===== src/rtl/rgf_uart_bus_master_if.sv =====
// Bus-side bundle of the register-file UART bus master: UART byte RX/TX
// handshakes plus the single-master register bus toward the address decoder.
interface rgf_uart_bus_master_if #(
  parameter int ADDR_WIDTH = 8,
  parameter int DATA_WIDTH = 32
);
  logic [7:0]            rx_data;
  logic                  rx_valid;
  logic [7:0]            tx_data;
  logic                  tx_valid;
  logic                  tx_ready;
  logic [ADDR_WIDTH-1:0] bus_addr;
  logic                  bus_wr_en;
  logic                  bus_rd_en;
  logic [DATA_WIDTH-1:0] bus_wdata;
  logic [DATA_WIDTH-1:0] bus_rdata;
  logic                  busy;

  modport master (
    input  rx_data, rx_valid, tx_ready, bus_rdata,
    output tx_data, tx_valid, bus_addr, bus_wr_en, bus_rd_en, bus_wdata, busy
  );

  modport slave (
    output rx_data, rx_valid, tx_ready, bus_rdata,
    input  tx_data, tx_valid, bus_addr, bus_wr_en, bus_rd_en, bus_wdata, busy
  );
endinterface


===== src/rtl/rgf_uart_bus_master.sv =====
// UART command frames ('W' addr d0..d3 / 'R' addr) to single-cycle register bus strobes.
// Optional RGF_UART_BUS_MASTER_ERR_EN: 'E' reply on bad command or timeout, plus err_cnt.
module rgf_uart_bus_master #(
  parameter int          ADDR_WIDTH     = 8,
  parameter int          DATA_WIDTH     = 32,
  parameter int unsigned TIMEOUT_CYCLES = 1000000
) (
  input  logic                        clk,
  input  logic                        rst_n,
  rgf_uart_bus_master_if.master       bus
`ifdef RGF_UART_BUS_MASTER_ERR_EN
  ,
  output logic [7:0]                  err_cnt
`endif
);

  typedef enum logic [2:0] {
    IDLE     = 3'd0,
    GET_ADDR = 3'd1,
    GET_DATA = 3'd2,
    BUS_WR   = 3'd3,
    BUS_RD   = 3'd4,
    SEND     = 3'd5
  } state_e;

  localparam logic [7:0]  CMD_WR  = 8'h57;
  localparam logic [7:0]  CMD_RD  = 8'h52;
  localparam logic [7:0]  RSP_ACK = 8'h4B;
  localparam bit          TO_EN   = (TIMEOUT_CYCLES != 32'd0);
  localparam logic [31:0] TO_LAST = TO_EN ? 32'(TIMEOUT_CYCLES - 32'd1) : 32'd0;

  state_e                state_q;
  logic                  wr_q;
  logic [1:0]            byte_cnt_q;
  logic [2:0]            tx_left_q;
  logic [DATA_WIDTH-1:0] shift_q;
  logic [31:0]           to_cnt_q;
  logic [ADDR_WIDTH-1:0] bus_addr_q;
  logic [DATA_WIDTH-1:0] bus_wdata_q;
  logic                  bus_wr_en_q;
  logic                  bus_rd_en_q;
  logic [7:0]            tx_data_q;
  logic                  tx_valid_q;
  logic                  busy_q;

`ifdef RGF_UART_BUS_MASTER_ERR_EN
  localparam logic [7:0] RSP_ERR = 8'h45;
  logic [7:0] err_cnt_q;

  function automatic logic [7:0] sat_inc8(input logic [7:0] v);
    return (v == 8'hFF) ? 8'hFF : v + 8'd1;
  endfunction

  assign err_cnt = err_cnt_q;
`endif

  // Frame decoder, bus strobe generator and response serializer.
  always_ff @(posedge clk or negedge rst_n) begin
    if (!rst_n) begin
      state_q     <= IDLE;
      wr_q        <= 1'b0;
      byte_cnt_q  <= 2'd0;
      tx_left_q   <= 3'd0;
      shift_q     <= '0;
      to_cnt_q    <= 32'd0;
      bus_addr_q  <= '0;
      bus_wdata_q <= '0;
      bus_wr_en_q <= 1'b0;
      bus_rd_en_q <= 1'b0;
      tx_data_q   <= 8'h00;
      tx_valid_q  <= 1'b0;
      busy_q      <= 1'b0;
`ifdef RGF_UART_BUS_MASTER_ERR_EN
      err_cnt_q   <= 8'h00;
`endif
    end else begin
      bus_wr_en_q <= 1'b0;
      bus_rd_en_q <= 1'b0;
      case (state_q)
        IDLE: begin
          if (bus.rx_valid) begin
            to_cnt_q <= 32'd0;
            case (bus.rx_data)
              CMD_WR: begin
                wr_q    <= 1'b1;
                busy_q  <= 1'b1;
                state_q <= GET_ADDR;
              end
              CMD_RD: begin
                wr_q    <= 1'b0;
                busy_q  <= 1'b1;
                state_q <= GET_ADDR;
              end
              default: begin
`ifdef RGF_UART_BUS_MASTER_ERR_EN
                tx_data_q  <= RSP_ERR;
                tx_valid_q <= 1'b1;
                tx_left_q  <= 3'd1;
                busy_q     <= 1'b1;
                err_cnt_q  <= sat_inc8(err_cnt_q);
                state_q    <= SEND;
`else
                state_q    <= IDLE;
`endif
              end
            endcase
          end else begin
            state_q <= IDLE;
          end
        end
        GET_ADDR, GET_DATA: begin
          if (bus.rx_valid) begin
            to_cnt_q <= 32'd0;
            if (state_q == GET_ADDR) begin
              bus_addr_q <= ADDR_WIDTH'(bus.rx_data);
              byte_cnt_q <= 2'd0;
              if (wr_q) begin
                state_q <= GET_DATA;
              end else begin
                bus_rd_en_q <= 1'b1;
                state_q     <= BUS_RD;
              end
            end else begin
              bus_wdata_q[{byte_cnt_q, 3'b000} +: 8] <= bus.rx_data;
              byte_cnt_q <= byte_cnt_q + 2'd1;
              if (byte_cnt_q == 2'd3) begin
                bus_wr_en_q <= 1'b1;
                state_q     <= BUS_WR;
              end else begin
                state_q <= GET_DATA;
              end
            end
          end else if (TO_EN && (to_cnt_q == TO_LAST)) begin
            // Host went silent mid-frame: abandon it without touching the bus.
            to_cnt_q <= 32'd0;
`ifdef RGF_UART_BUS_MASTER_ERR_EN
            tx_data_q  <= RSP_ERR;
            tx_valid_q <= 1'b1;
            tx_left_q  <= 3'd1;
            err_cnt_q  <= sat_inc8(err_cnt_q);
            state_q    <= SEND;
`else
            busy_q     <= 1'b0;
            state_q    <= IDLE;
`endif
          end else if (TO_EN) begin
            to_cnt_q <= to_cnt_q + 32'd1;
          end else begin
            to_cnt_q <= 32'd0;
          end
        end
        BUS_WR: begin
          tx_data_q  <= RSP_ACK;
          tx_valid_q <= 1'b1;
          tx_left_q  <= 3'd1;
          state_q    <= SEND;
        end
        BUS_RD: begin
          // Responder drives bus_rdata combinationally during the strobe cycle.
          shift_q    <= bus.bus_rdata;
          tx_data_q  <= bus.bus_rdata[7:0];
          tx_valid_q <= 1'b1;
          tx_left_q  <= 3'd4;
          state_q    <= SEND;
        end
        SEND: begin
          if (bus.tx_ready) begin
            if (tx_left_q == 3'd1) begin
              tx_valid_q <= 1'b0;
              tx_left_q  <= 3'd0;
              busy_q     <= 1'b0;
              state_q    <= IDLE;
            end else begin
              tx_data_q <= shift_q[15:8];
              shift_q   <= shift_q >> 8;
              tx_left_q <= tx_left_q - 3'd1;
            end
          end else begin
            state_q <= SEND;
          end
        end
        default: begin
          tx_valid_q <= 1'b0;
          busy_q     <= 1'b0;
          state_q    <= IDLE;
        end
      endcase
    end
  end

  assign bus.tx_data   = tx_data_q;
  assign bus.tx_valid  = tx_valid_q;
  assign bus.bus_addr  = bus_addr_q;
  assign bus.bus_wr_en = bus_wr_en_q;
  assign bus.bus_rd_en = bus_rd_en_q;
  assign bus.bus_wdata = bus_wdata_q;
  assign bus.busy      = busy_q;

endmodule


===== src/flat_wrapper.sv =====
// flat-port wrapper written by rule: the top's interface ports become plain ports
module rgf_uart_bus_master_flat 
#(
  parameter int          ADDR_WIDTH     = 8,
  parameter int          DATA_WIDTH     = 32,
  parameter int unsigned TIMEOUT_CYCLES = 1000000
)
  (clk, rst_n, bus_rx_data, bus_rx_valid, bus_tx_ready, bus_bus_rdata, bus_tx_data, bus_tx_valid, bus_bus_addr, bus_bus_wr_en, bus_bus_rd_en, bus_bus_wdata, bus_busy);
  rgf_uart_bus_master_if #(.ADDR_WIDTH(ADDR_WIDTH), .DATA_WIDTH(DATA_WIDTH)) bus_i ();
  input  logic clk;
  input  logic rst_n;
  input wire logic [$bits(bus_i.rx_data)-1:0] bus_rx_data;
  input wire logic [$bits(bus_i.rx_valid)-1:0] bus_rx_valid;
  input wire logic [$bits(bus_i.tx_ready)-1:0] bus_tx_ready;
  input wire logic [$bits(bus_i.bus_rdata)-1:0] bus_bus_rdata;
  output wire logic [$bits(bus_i.tx_data)-1:0] bus_tx_data;
  output wire logic [$bits(bus_i.tx_valid)-1:0] bus_tx_valid;
  output wire logic [$bits(bus_i.bus_addr)-1:0] bus_bus_addr;
  output wire logic [$bits(bus_i.bus_wr_en)-1:0] bus_bus_wr_en;
  output wire logic [$bits(bus_i.bus_rd_en)-1:0] bus_bus_rd_en;
  output wire logic [$bits(bus_i.bus_wdata)-1:0] bus_bus_wdata;
  output wire logic [$bits(bus_i.busy)-1:0] bus_busy;
  assign bus_i.rx_data = bus_rx_data;
  assign bus_i.rx_valid = bus_rx_valid;
  assign bus_i.tx_ready = bus_tx_ready;
  assign bus_i.bus_rdata = bus_bus_rdata;
  assign bus_tx_data = bus_i.tx_data;
  assign bus_tx_valid = bus_i.tx_valid;
  assign bus_bus_addr = bus_i.bus_addr;
  assign bus_bus_wr_en = bus_i.bus_wr_en;
  assign bus_bus_rd_en = bus_i.bus_rd_en;
  assign bus_bus_wdata = bus_i.bus_wdata;
  assign bus_busy = bus_i.busy;
  rgf_uart_bus_master #(.ADDR_WIDTH(ADDR_WIDTH), .DATA_WIDTH(DATA_WIDTH), .TIMEOUT_CYCLES(TIMEOUT_CYCLES)) u_core (.clk(clk), .rst_n(rst_n), .bus(bus_i));
endmodule

===== config.mk =====
export PLATFORM = sky130hd
export DESIGN_NAME = rgf_uart_bus_master_flat
export DESIGN_NICKNAME = d
export VERILOG_FILES = /design/src/rtl/rgf_uart_bus_master_if.sv /design/src/rtl/rgf_uart_bus_master.sv /design/src/flat_wrapper.sv
export SDC_FILE = /design/constraint.sdc
export NUM_CORES = 1
export LEC_CHECK = 0
export BUFFER_PORTS_ARGS = -buffer_cell sky130_fd_sc_hd__buf_2
export CORE_UTILIZATION = 60
export CTS_CLUSTER_SIZE = 25
export DETAILED_ROUTE_END_ITERATION = 10
export PLACE_DENSITY_LB_ADDON = 0.05
export SETUP_SLACK_MARGIN = 0.3
export SKIP_LAST_GASP = 1
export SLEW_MARGIN = 20
export SYNTH_ARGS = -nofsm -noshare
export SYNTH_HDL_FRONTEND = slang
export SYNTH_SLANG_ARGS = --single-unit

===== constraint.sdc =====
create_clock -name clk -period 3.1 [get_ports clk]
set_clock_uncertainty 0.2 [all_clocks]
set_input_delay 0.155 -clock clk [delete_from_list [all_inputs] [get_ports clk]]
set_output_delay 0.155 -clock clk [all_outputs]
set_load 0.05 [all_outputs]

==> summary.txt <==
Status
  • Status: completed

GRT
  • GRT Util Overall: 32.23%
  • Largest net degree at the start of global routing: 37
  • Remaining global-route overflow: 0
  • Initial antenna violation count: 0
  • Number of global-route vias before repair: 5032
  • First-pass GRT wire length: 24.63 mm

Timing
  • Final setup viols: 0
  • Final cycle utilization of the critical path: 85.19%
  • Setup repair after global routing missed its margin: no
  • Least-Margin Pin Slew: 0.9283 ns
  • Tmin final: 2.641 ns
  • Slew Limit Fails: 0
  • Final Hold Vio Count: 0
  • Slew Limit Headroom: 37.64%
  • Final setup TNS: 0 ns
  • Max Fclk: 378.7 MHz

Cells and area
  • Final #Nets: 779
  • Area growth from synthesis to layout: 28.39%
  • Diode count: 0
  • Layout cells sized above 1: 24.59%
  • Final core occ: 81.34%

Placed design
  • Placer Congestion: 0.8668
  • Port buffer count: 95
  • Dpl hpwl: 8.623 mm

Synthesis
  • EDFF count, synth: 0
  • Register area share after synthesis: 51.98%
  • Ys Warns: 0
  • Seq cells post-synth: 117
  • Top_reg_cell synth: dfrtp_1
  • Post-synth top area share: 51.98%
  • Area contributors post-synth: dfrtp_1 (52%), nand2_1 (7.8%), xor2_1 (4.0%), o21ai_0 (3.7%), nor2_1 (2.8%)
  • Post-synth top cells: dfrtp_1 (117), nand2_1 (117), nor2_1 (42), o21ai_0 (42), xor2_1 (26)
  • Area leader, netlist: dfrtp_1
  • Netlist cell types: 53
  • Cells after synthesis: 586
  • Netlist Area Pre-Place: 5633 um^2
  • Async set-reset flop share out of synthesis: 100.0%
  • Syn Nets: 638
  • Syn_area_per_cell: 9.612 um^2

Worst setup path
  • Worst-path fanout max: 17
  • Crit end category: flip-flop
  • Setup CP Type: reg2reg
  • CP Data Arrival Time: 2.82 ns
  • Slowest CP cell: dfrtp_1
  • CP max stage delay: 0.65 ns
  • CP Cell Sequence: inv_1 -> o21ai_1 -> o21ai_0 -> nand2_2 -> mux2_2
  • Worst setup SP type: flip-flop
  • Required time worst endpoint: 3.28 ns

Drt
  • Drt initial violations: 255
  • Post-DRT Antenna Nets: 0
  • DR pass1 iterations: 6
  • Mean number of vias per cell: 5.831
  • DRC viols: 0
  • DRT Wirelength: 14.69 mm
  • Routed length per instance: 17.32 um
  • Vias: 4945

Die
  • Chip Width: 98.89 um
  • I/O pin count: 96
  • Die area: 9779 um^2
  • Die Ht: 98.89 um
  • FP Rows: 34
  • Initial Utilization: 63.35%
  • Core area: 8891 um^2

Clock tree
  • Clock buffer depth: 2
  • Root Driver: clkbuf_8
  • Clock Latency Late Sink: 0.50 ns
  • Num CTS Buffers: 17
  • Clk sinks: 117
  • CTS tree: done
  • Clock-pin transition on the worst setup and hold timing paths: 0.06 ns
  • H-tree lvl count: 4

Min path
  • Hold crit path type: in2async

Job
  • Max_cap viols: 0

Power and ir drop
  • Peak supply drop: 748.0 uV
  • Pwr/cell area: 837.4 nW/um^2
  • Leak: 3.443 nW
-- per-stage QoR --
stage / std cells / instance area, um^2 / total power [mW] / setup WS (ns) / hold WS, ns
2_1_floorplan: 586 / 5633 / 3.491 / 0.9945 / -0.3406
3_3_place_gp: 772 / 6183 / 3.909 / 0.6701 / -0.05556
3_5_place_dp: 772 / 6183 / 3.950 / 0.5541 / -0.05099
4_1_cts: 848 / 7232 / 5.989 / 0.5112 / 0.003263
5_1_grt: 848 / 7232 / 6.300 / 0.3354 / 0.005901
6_report: 848 / 7232 / 6.056 / 0.4591 / 0.004337
-- cells in the final DEF, fill, tap and decap left out, drive strengths merged, types with 7 or more instances in the layout --
cell type,count
mux2,12
dfrtp,117
nand4,16
nand3,19
o21ai,43
nor3,7
inv,16
a21oi,8
xor2,26
a31oi,17
clkbuf,20
nand2,118
ha,8
buf,110
a22o,14
nor2,62
dlygate4sd3,43
-- worst max-delay path, delay by kind of cell, from the launching register on --
kind            cells  cell delay, ns
mux                 1            0.37
flops               1            0.65
simple gates        1            0.30
compound gates      2            0.74
buf+inv             1            0.27
-- report_power, final --
group | internal (mW) | switching, mW | leakage, nW | total, mW
clock network | 1.27 | 0.708 | 0.283 | 1.97
logic | 0.682 | 1.30 | 1.63 | 1.98
registers | 1.84 | 0.254 | 1.53 | 2.10
-- cell families after synthesis --
| kind of cell | after synthesis | share of synthesized area, % |
|---|---|---|
| AO/OA/AOI/OAI | 99 | 11.13 |
| XOR/XNOR | 30 | 4.665 |
| adder cells (fa/ha/maj) | 8 | 1.777 |
| buffers and inverters | 46 | 4.153 |
| flip-flops | 117 | 51.98 |
| multiplexers | 16 | 3.110 |
| AND/OR/NAND/NOR | 270 | 23.19 |
-- cell type report --
cell class | instances | area (um^2)
repair buffers | 153 | 1033
well taps | 108 | 135.1
multi-input cells | 423 | 2481
flip-flops and latches | 117 | 2928
inverters | 15 | 56.30
fillers | 517 | 1659
clock buffers | 20 | 445.4
clock inverters | 12 | 152.6
-- state kept, by name, summed over array words and instances, names as in the netlist, 2 cells and up --
name / flops
u_core.bus.bus_addr: 8
u_core.bus.bus_wdata: 32
u_core.bus.tx_data: 8
u_core.byte_cnt_q: 2
u_core.shift_q: 24
u_core.state_q: 3
u_core.to_cnt_q: 32
u_core.tx_left_q: 3
-- routing by layer --
layer	wire [um]	GRT usage [%]	share of wire, %
met1	6345	42.25	43
met2	7148	53.52	49
met3	953	6.950	6.5
met4	243	10.91	1.7
met5	0	0	0
-- path summary, 6_finish.rpt --
kind	from	to	slack, ns	cells after the start
hold / removal	rst_n	u_core.bus.bus_wdata[17]	0.004	3
hold reg to reg	u_core.bus.bus_wdata[2]	u_core.bus.bus_wdata[2]	0.27	2
setup reg to reg	u_core.state_q[0]	u_core.bus.tx_data[2]	0.46	5
max in group asynchronous	rst_n	u_core.to_cnt_q[9]	2.28	3
min in group clk	bus_bus_rdata[25]	u_core.shift_q[25]	0.23	3
setup / recovery	u_core.state_q[0]	u_core.bus.tx_data[2]	0.46	5
-- timing repair --
item | 4_1_cts | 5_1_grt
hold endpoints to repair | 197 | 0
hold buffers | 44 | 0
resized for setup | 0 | 0
setup buffers | 0 | 0
Power figures use the tool's default switching activity.
